===== src/rtl/sdram_sample_port.sv =====
// Sample-client responder: turns 16-bit sample reads/writes into
// 32-bit Avalon-MM cycles on the SDRAM controller s1 port.
module sdram_sample_port #(
  parameter int TIMEOUT        = 255,
  parameter bit LOW_HALF_FIRST = 1'b1
) (
  input  logic        i_clk,
  input  logic        i_rst_n,
  input  logic        port_read,
  input  logic        port_write,
  input  logic [22:0] port_addr,
  input  logic [15:0] port_writedata,
  output logic [15:0] port_readdata,
  output logic        port_read_finished,
  output logic        port_write_finished,
  output logic        port_timeout,
  output logic [22:0] new_sdram_controller_0_s1_address,
  output logic [3:0]  new_sdram_controller_0_s1_byteenable_n,
  output logic        new_sdram_controller_0_s1_chipselect,
  output logic [31:0] new_sdram_controller_0_s1_writedata,
  output logic        new_sdram_controller_0_s1_read_n,
  output logic        new_sdram_controller_0_s1_write_n,
  input  logic [31:0] new_sdram_controller_0_s1_readdata,
  input  logic        new_sdram_controller_0_s1_readdatavalid,
  input  logic        new_sdram_controller_0_s1_waitrequest
);

  typedef enum logic [2:0] {
    IDLE,
    WR_CMD,
    DONE_W,
    RD_CMD,
    RD_WAIT,
    DONE_R
  } state_e;

  localparam logic [9:0] CNT_LAST = 10'(TIMEOUT - 1);

  state_e      state_q, state_d;
  logic [22:0] addr_q, addr_d;
  logic [3:0]  be_q, be_d;
  logic [31:0] wd_q, wd_d;
  logic        h_q, h_d;
  logic [9:0]  cnt_q, cnt_d;
  logic [15:0] rdata_q, rdata_d;
  logic        to_q, to_d;

  logic wait_rq;
  logic rdv;
  logic h_in;
  logic accept;
  logic cnt_last;

  assign wait_rq  = new_sdram_controller_0_s1_waitrequest;
  assign rdv      = new_sdram_controller_0_s1_readdatavalid;
  assign h_in     = port_addr[0] ^ ~LOW_HALF_FIRST;
  assign accept   = (state_q == IDLE) && (port_write || port_read);
  assign cnt_last = (cnt_q == CNT_LAST);

  always_ff @(posedge i_clk or negedge i_rst_n) begin
    if (!i_rst_n) begin
      state_q <= IDLE;
    end else begin
      state_q <= state_d;
    end
  end

  // Write has priority; a concurrent read waits for the next IDLE.
  always_comb begin
    state_d = state_q;
    unique case (state_q)
      IDLE: begin
        if (port_write) begin
          state_d = WR_CMD;
        end else if (port_read) begin
          state_d = RD_CMD;
        end
      end
      WR_CMD: begin
        if (!wait_rq) begin
          state_d = DONE_W;
        end
      end
      DONE_W: state_d = IDLE;
      RD_CMD: begin
        if (!wait_rq) begin
          state_d = RD_WAIT;
        end
      end
      RD_WAIT: begin
        if (rdv || cnt_last) begin
          state_d = DONE_R;
        end
      end
      DONE_R: state_d = IDLE;
      default: state_d = IDLE;
    endcase
  end

  always_comb begin
    new_sdram_controller_0_s1_chipselect =
      (state_q == WR_CMD) || (state_q == RD_CMD);
    new_sdram_controller_0_s1_write_n = (state_q != WR_CMD);
    new_sdram_controller_0_s1_read_n  = (state_q != RD_CMD);
    port_write_finished = (state_q == DONE_W);
    port_read_finished  = (state_q == DONE_R);
    port_timeout        = (state_q == DONE_R) && to_q;
  end

  // Request fields are captured once so the client may move on.
  always_comb begin
    addr_d  = addr_q;
    be_d    = be_q;
    wd_d    = wd_q;
    h_d     = h_q;
    cnt_d   = cnt_q;
    rdata_d = rdata_q;
    to_d    = 1'b0;
    if (accept) begin
      addr_d = {1'b0, port_addr[22:1]};
      h_d    = h_in;
      be_d   = h_in ? 4'b0011 : 4'b1100;
      wd_d   = h_in ? {port_writedata, 16'h0000}
                    : {16'h0000, port_writedata};
    end
    if ((state_q == RD_CMD) && !wait_rq) begin
      cnt_d = 10'd0;
    end
    if (state_q == RD_WAIT) begin
      cnt_d = 10'(cnt_q + 10'd1);
      if (rdv) begin
        rdata_d = h_q ? new_sdram_controller_0_s1_readdata[31:16]
                      : new_sdram_controller_0_s1_readdata[15:0];
      end else if (cnt_last) begin
        rdata_d = 16'h0000;
        to_d    = 1'b1;
      end
    end
  end

  always_ff @(posedge i_clk or negedge i_rst_n) begin
    if (!i_rst_n) begin
      addr_q  <= 23'h0;
      be_q    <= 4'hF;
      wd_q    <= 32'h0;
      h_q     <= 1'b0;
      cnt_q   <= 10'd0;
      rdata_q <= 16'h0;
      to_q    <= 1'b0;
    end else begin
      addr_q  <= addr_d;
      be_q    <= be_d;
      wd_q    <= wd_d;
      h_q     <= h_d;
      cnt_q   <= cnt_d;
      rdata_q <= rdata_d;
      to_q    <= to_d;
    end
  end

  assign new_sdram_controller_0_s1_address      = addr_q;
  assign new_sdram_controller_0_s1_byteenable_n = be_q;
  assign new_sdram_controller_0_s1_writedata    = wd_q;
  assign port_readdata                          = rdata_q;

endmodule


===== config.mk =====
export PLATFORM = sky130hd
export DESIGN_NAME = sdram_sample_port
export DESIGN_NICKNAME = d
export VERILOG_FILES = /design/src/rtl/sdram_sample_port.sv
export SDC_FILE = /design/constraint.sdc
export NUM_CORES = 1
export LEC_CHECK = 0
export ABC_AREA = 1
export CAP_MARGIN = 5
export CORE_MARGIN = 1
export CORE_UTILIZATION = 43
export CTS_CLUSTER_SIZE = 30
export DETAILED_ROUTE_END_ITERATION = 8
export PLACE_DENSITY = 0.8
export SYNTH_ARGS = -nofsm -noshare
export SYNTH_HDL_FRONTEND = slang
export SYNTH_SLANG_ARGS = --single-unit

===== constraint.sdc =====
create_clock -name i_clk -period 1.8 [get_ports i_clk]
set_input_delay 0.36 -clock i_clk [delete_from_list [all_inputs] [get_ports i_clk]]
set_output_delay 0.36 -clock i_clk [all_outputs]
set_load 0.1 [all_outputs]

==> impl_table.tex, run 1 <==
\begin{tabular}{lr}
\hline
Metric & Value \\
\hline
\multicolumn{2}{l}{\textbf{CTS}} \\
Clock buffers created by TritonCTS & 9 \\
CTS H-tree depth & 3 \\
TritonCTS clock tree & done \\
Clock latency on the worst-skew pair & 350 ps \\
CTS Root Buffer Type & clkbuf\_8 \\
Reg clk slew, reported paths & around 90 ps \\
Sinks on the clock net & a little under 90 \\
Clock buffer depth & 2 \\
\multicolumn{2}{l}{\textbf{Route}} \\
First-iteration detailed-routing DRC count & between 150 and 200 \\
Detailed-routing wirelength on met1 & $\sim$4.1 mm \\
Vias & 3651 \\
Routed vias/inst & 5.06 \\
Top Metal Used & met4 \\
WL met3 & between 800 and 900 um \\
Remaining antenna violation count after routing & 0 \\
WL final & around 11 mm \\
Average wire length per cell after detail routing & around 15 um \\
Met2 wirelength from detailed routing & 5.56 mm \\
Number of detailed-route iterations in the first pass & 5 \\
Drc violations & 0 \\
\multicolumn{2}{l}{\textbf{Synth}} \\
Top cell type's share of synthesized area & a little under three fifths \\
Cell taking the most area after synthesis & dfrtp\_1 \\
Cells after synthesis & between 400 and 500 \\
Flops \& latches, synth & between 80 and 90 \\
Sequential fraction of the synthesis area & a little under three fifths \\
Yosys warnings & 0 \\
Number of nets produced by synthesis & between 500 and 600 \\
Unique masters post-synth & 29 \\
Post-Synthesis Cell Area & about 0.0038 mm2 \\
Cell types with the largest area share after synthesis & dfrtp\_1, nand2\_1, nand3\_1 \\
Mean instance size in the synthesized netlist & 8.41 um2 \\
\multicolumn{2}{l}{\textbf{Critical path}} \\
Number of cell instances on the worst register-to-register path & 8 \\
Crit path capture type & output pin \\
Crit Path Category & reg2out \\
Required time at the endpoint of the critical path & around 1400 ps \\
Slowest cell delay on critical path & just over 400 ps \\
R2r setup slk & 190 ps \\
R2r startpoint & state\_q[0]\$\_DFFE\_PN0P\_ \\
Cell with the largest stage delay on the worst path & dfrtp\_2 \\
Critical-path cell list & buf\_4 -> nor3\_2 -> buf\_12 \\
Data arrival time of the critical path & 1380 ps \\
Reg2reg end & new\_sdram\_controller\_0\_s1\_writedata[8]\$\_DFFE\_PN0P\_ \\
Maximum fanout count along the critical path & 5 \\
CP startpoint kind & flip-flop \\
\multicolumn{2}{l}{\textbf{Floorplanning}} \\
Overall die width & a little under 100 um \\
Y dimension of the die & around 96 um \\
Core box area & between 0.008 and 0.009 mm2 \\
I/O pin cnt & 158 \\
Area enclosed by the die boundary & around 0.0092 mm2 \\
Row count & 33 \\
Initial Utilization & a little under half \\
\multicolumn{2}{l}{\textbf{Final layout}} \\
Area growth from synthesis to final layout & 73.7\% \\
Number of nets in the layout & 690 \\
Commonest non-fill, non-tap cell in the layout & nand2\_1 \\
Fillcell total & around 530 \\
Share of layout cells above drive strength 1 & around a fifth \\
Antenna diode count & 0 \\
Final std cells w/o fill & 721 \\
Most frequent cells in the layout & nand2\_1, buf\_12, dfrtp\_1 \\
\multicolumn{2}{l}{\textbf{Hold path}} \\
Hold Path Class & in2async \\
\multicolumn{2}{l}{\textbf{Global route}} \\
Maximum number of pins on one net before global-route repair & 40 \\
Total gr overflow & 0 \\
Gr usage total & around 24\% \\
Via count of the first global-routing pass & roughly 3700 \\
Initial antenna violation count & 0 \\
Global-route wire length before repair & approximately 17 mm \\
\multicolumn{2}{l}{\textbf{Timing}} \\
Worst hold-check slack & roughly 500 ps \\
Final Hold Viols & 0 \\
Relative slew slack & between 60\% and 70\% \\
Fraction of the cycle the final worst path needs & 96.9\% \\
Maximum operating frequency & 0.573 GHz \\
Unrepaired setup endpoints after global routing & true \\
Maximum clock skew at final layout & 11.0 ps \\
Final Critical Period & 1740 ps \\
Transition at the pin with the smallest max-transition slack & 566 ps \\
Slew Viols, Final & 0 \\
Final setup fails & 0 \\
\multicolumn{2}{l}{\textbf{Placement}} \\
Total instance count after detailed placement & 699 \\
Placer Congestion & about 0.80 \\
HPWL after detailed placement & between 8 and 9 mm \\
\# port buffers & 156 \\
\multicolumn{2}{l}{\textbf{Flow run}} \\
Max Cap Viol & 0 \\
\multicolumn{2}{l}{\textbf{Run status}} \\
Outcome & completed \\
\hline
\end{tabular}
kinds of logic after synthesis:
group | synth area share, %
flip-flops | 57.4
adder cells (fa/ha/maj) | 0.658
XOR/XNOR | 0.231
AO/OA/AOI/OAI | 6.75
other | 0.0987
AND/OR/NAND/NOR | 29.2
buffers and inverters | 5.70
state kept, by name, indices dropped and copies added, names as in the netlist:
register                                count
port_readdata                              16
new_sdram_controller_0_s1_byteenable_n      2
cnt_q                                      10
state_q                                     3
to_q                                        1
new_sdram_controller_0_s1_writedata        32
h_q                                         1
new_sdram_controller_0_s1_address          22
worst max-delay path by stage:
stage,cells after the start,end,start,slack [ps]
finish,3,port_write_finished,state_q[0]$_DFFE_PN0P_,60
global route,4,new_sdram_controller_0_s1_chipselect,state_q[1]$_DFFE_PN0P_,-4
CTS,4,port_timeout,state_q[2]$_DFFE_PN0P_,4
detailed placement,7,new_sdram_controller_0_s1_writedata[25]$_DFFE_PN0P_,port_read,40
global placement,7,new_sdram_controller_0_s1_writedata[11]$_DFFE_PN0P_,port_read,110
floorplan,3,port_timeout,state_q[2]$_DFFE_PN0P_,-320
per-stage QoR:
stage                     TNS (ps)  utilization [%]  setup WS, ps  cell area (um2)
after global placement           0             75.3           112             6310
after detailed placement         0             75.3          38.0             6310
after CTS                        0             78.4          4.27             6570
after floorplan               -962                -          -318             3840
final                            0             78.7          56.3             6600
after global routing         -8.52             78.7         -4.38             6600
area by class of cell:
cell class / instances / area, um2 / area share, %
clock buffers: 12 / 155 / 2.35
clock inverters: 4 / 76.3 / 1.16
inverters: 20 / 77.6 / 1.18
multi-input cells: 322 / 1450 / 22.0
flip-flops and latches: 87 / 2180 / 33.1
well taps: 105 / 131 / 1.99
repair buffers: 171 / 2520 / 38.3
repair_timing:
item,in CTS,in global routing
buffers inserted,2,3
resized for setup,0,2
hold buffers,1,0
endpoints found under the setup margin,1,18
hold endpoints to repair,29,0
pin swaps,1,2
Yosys cell counts:
| library cell | number |
|---|---|
| o21ai_1 | 11 |
| and2_1 | 1 |
| nor2_1 | 41 |
| clkbuf_1 | 5 |
| dfrtp_1 | 85 |
| ha_1 | 2 |
| clkinv_1 | 2 |
| nand2_2 | 4 |
| o21ai_0 | 30 |
| dfstp_2 | 2 |
| a21oi_1 | 3 |
| conb_1 | 1 |
| nand4_1 | 4 |
| nand3_1 | 41 |
| buf_6 | 4 |
| o22ai_1 | 1 |
| inv_1 | 15 |
| buf_4 | 3 |
| a21oi_2 | 1 |
| buf_2 | 11 |
| nand3b_1 | 1 |
| nor2_4 | 2 |
| a31oi_1 | 1 |
| o21a_1 | 2 |
| nand2_1 | 170 |
| nor3_1 | 4 |
| xor2_1 | 1 |
| inv_2 | 3 |
| nor4_1 | 1 |
worst max-delay path: cells and delay by family (launching register included):
kind	cells	cell delay (ps)
flops	1	410
simple gates	1	250
buf+inv	2	370
per-layer routing:
metal | up-vias | GRT usage (%)
met3 | 19 | 6.48
met4 | 0 | 8.08
li1 | 1752 | -
met1 | 1725 | 28.8
met5 | - | 0
met2 | 155 | 42.6
Power of run 1 is left out: the tool's default activity adds up to more than one toggle a clock period on the data nets, which glitch-free logic cannot reach.
==> run 2: changes to the inputs <==
- GPL_TIMING_DRIVEN: default -> 0
==> impl_table.tex, run 2 (same netlist as run 1, synthesis figures left out) <==
\begin{tabular}{lr}
\hline
Metric & Value \\
\hline
\multicolumn{2}{l}{\textbf{Placement}} \\
HPWL after detailed placement & 7.56 mm (was 8.01 mm) \\
Worst slack, placed & -526 ps (was 38.0 ps) \\
Placer Congestion & 0.859 (was 0.805) \\
\# port buffers & 155 (was 156) \\
\multicolumn{2}{l}{\textbf{Route}} \\
Remaining antenna violation count after routing & 0 (unchanged) \\
Routed vias/inst & 5.06 (about the same) \\
Drc violations & 0 (unchanged) \\
WL final & 10.2 mm (was 10.7 mm) \\
Number of detailed-route iterations in the first pass & 4 (was 5) \\
First-iteration detailed-routing DRC count & 91 (was 175) \\
Vias & 3696 (was 3651) \\
Average wire length per cell after detail routing & 14.0 um (was 14.9 um) \\
\multicolumn{2}{l}{\textbf{Critical path}} \\
Crit path capture type & output pin (unchanged) \\
Required time at the endpoint of the critical path & 1440 ps (about the same) \\
Data arrival time of the critical path & 1380 ps (about the same) \\
Number of cell instances on the worst register-to-register path & 7 (was 8) \\
Reg2reg end & new\_sdram\_controller\_0\_s1\_writedata[11]\$\_DFFE\_PN0P\_ (was new\_sdram\_controller\_0\_s1\_writedata[8]\$\_DFFE\_PN0P\_) \\
R2r setup slk & 210 ps (was 190 ps) \\
CP startpoint kind & flip-flop (unchanged) \\
Maximum fanout count along the critical path & 5 (unchanged) \\
R2r startpoint & state\_q[1]\$\_DFFE\_PN0P\_ (was state\_q[0]\$\_DFFE\_PN0P\_) \\
Critical path startpoint & state\_q[1]\$\_DFFE\_PN0P\_ (was state\_q[0]\$\_DFFE\_PN0P\_) \\
Critical path destination & port\_timeout (was port\_write\_finished) \\
Crit Path Category & reg2out (unchanged) \\
\multicolumn{2}{l}{\textbf{Global route}} \\
Initial antenna violation count & 0 (unchanged) \\
Total gr overflow & 0 (unchanged) \\
Gr usage total & 23.4\% (was 24.3\%) \\
Maximum number of pins on one net before global-route repair & 48 (was 40) \\
Via count of the first global-routing pass & 3673 (was 3665) \\
Global-route wire length before repair & 16.7 mm (was 17.2 mm) \\
\multicolumn{2}{l}{\textbf{Timing}} \\
Transition at the pin with the smallest max-transition slack & 572 ps (was 566 ps) \\
Post-Route Setup TNS & 0 ps (unchanged) \\
Unrepaired setup endpoints after global routing & false (was true) \\
Worst hold-check slack & -9.13 ps (was 499 ps) \\
Final Hold Viols & 2 (was 0) \\
Maximum clock skew at final layout & 11.1 ps (was 11.0 ps) \\
Final setup fails & 0 (unchanged) \\
Final Critical Period & 1740 ps (about the same) \\
Slew Viols, Final & 0 (unchanged) \\
Maximum operating frequency & 0.575 GHz (was 0.573 GHz) \\
Relative slew slack & 62.0\% (was 62.3\%) \\
Fraction of the cycle the final worst path needs & 96.6\% (was 96.9\%) \\
Worst Slack Setup Final & 60.3 ps (was 56.3 ps) \\
\multicolumn{2}{l}{\textbf{Floorplanning}} \\
Y dimension of the die & 96.0 um (unchanged) \\
Overall die width & 96.0 um (unchanged) \\
Initial Utilization & 45.3\% (unchanged) \\
I/O pin cnt & 158 (unchanged) \\
Area enclosed by the die boundary & 0.00922 mm2 (unchanged) \\
Row count & 33 (unchanged) \\
Core box area & 0.00838 mm2 (unchanged) \\
\multicolumn{2}{l}{\textbf{Final layout}} \\
Fillcell total & 655 (was 527) \\
Most frequent cells in the layout & nand2\_1, dfrtp\_1, clkdlybuf4s50\_1 (was nand2\_1, buf\_12, dfrtp\_1) \\
Share of layout cells above drive strength 1 & 22.0\% (was 21.1\%) \\
Number of nets in the layout & 700 (was 690) \\
Antenna diode count & 0 (unchanged) \\
Commonest non-fill, non-tap cell in the layout & nand2\_1 (unchanged) \\
Area growth from synthesis to final layout & 53.8\% (was 73.7\%) \\
Flip-flop count of the largest register, all copies and words added & 32 (unchanged) \\
\multicolumn{2}{l}{\textbf{CTS}} \\
Clock latency on the worst-skew pair & 350 ps (about the same) \\
Clock buffers created by TritonCTS & 9 (unchanged) \\
CTS H-tree depth & 3 (unchanged) \\
Reg clk slew, reported paths & 90 ps (about the same) \\
Clock buffer depth & 2 (unchanged) \\
CTS Root Buffer Type & clkbuf\_8 (unchanged) \\
TritonCTS clock tree & done (unchanged) \\
Sinks on the clock net & 87 (unchanged) \\
\multicolumn{2}{l}{\textbf{Run status}} \\
Outcome & finished with violations (was completed) \\
Violations in the final reports & hold timing \\
\multicolumn{2}{l}{\textbf{Flow run}} \\
Max Cap Viol & 0 (unchanged) \\
\multicolumn{2}{l}{\textbf{Hold path}} \\
Hold Path Class & in2async (unchanged) \\
\hline
\end{tabular}
[run 2: layout make-up]
cell class                 instances  area, um2  area share [%]
sequential                        87       2180            37.3
clock buffer                      12        155            2.65
inverter                          20       75.1            1.28
clock inverter                     4       53.8           0.921
buffer                            23        141            2.42
timing repair buffer             158       1670            28.5
multi-input combinational        322       1440            24.6
tap                              105        131            2.25
[run 2: what timing repair did]
action | CTS | global route
pin swaps | 0 | 0
hold buffers | 0 | 0
setup buffers | 0 | 2
resized for setup | 271 | 2
endpoints found under the setup margin | 80 | 4
[run 2: metrics by stage]
step / utilization (%) / hold WS [ps] / area [um2] / cells
after floorplan: - / 64.4 / 3840 / 452
after global placement: 65.9 / 454 / 5520 / 712
after detailed placement: 66.2 / 387 / 5550 / 713
after CTS: 69.5 / 2.98 / 5830 / 729
after global routing: 69.7 / 32.2 / 5840 / 731
final: 69.7 / -9.13 / 5840 / 731
[run 2: critical path: stages, from the launching register on]
cell and delay (ps):
dfrtp_2 470, nor3_4 220, and2_4 180, buf_12 160
[run 2: worst min path at each step]
stage | from | end | cells after the start
4_1_cts | i_rst_n | port_readdata[3]$_DFFE_PN0P_ | 1
6_report | i_rst_n | state_q[0]$_DFFE_PN0P_ | 1
3_5_place_dp | i_rst_n | state_q[0]$_DFFE_PN0P_ | 1
3_3_place_gp | new_sdram_controller_0_s1_address[15]$_DFFE_PN0P_ | new_sdram_controller_0_s1_address[15]$_DFFE_PN0P_ | 2
2_1_floorplan | i_rst_n | cnt_q[0]$_DFFE_PN0P_ | 0
5_1_grt | i_rst_n | state_q[1]$_DFFE_PN0P_ | 1
[run 2: routing by layer]
layer	up-vias	track usage [%]	share of wire, %
met5	-	0	0
met4	0	8.71	1.0
met3	10	6.40	8.4
met2	141	40.6	50
met1	1756	27.7	40
li1	1789	-	-
Power of run 2 is left out for the same reason.
==> run 3: changes to the inputs <==
- GPL_ROUTABILITY_DRIVEN: default -> 0
- SLEW_MARGIN: default -> 10
==> results of run 3 <==
The final DEF is identical to that of run 2; final timing and power are the same.
Power of run 3 is left out for the same reason.
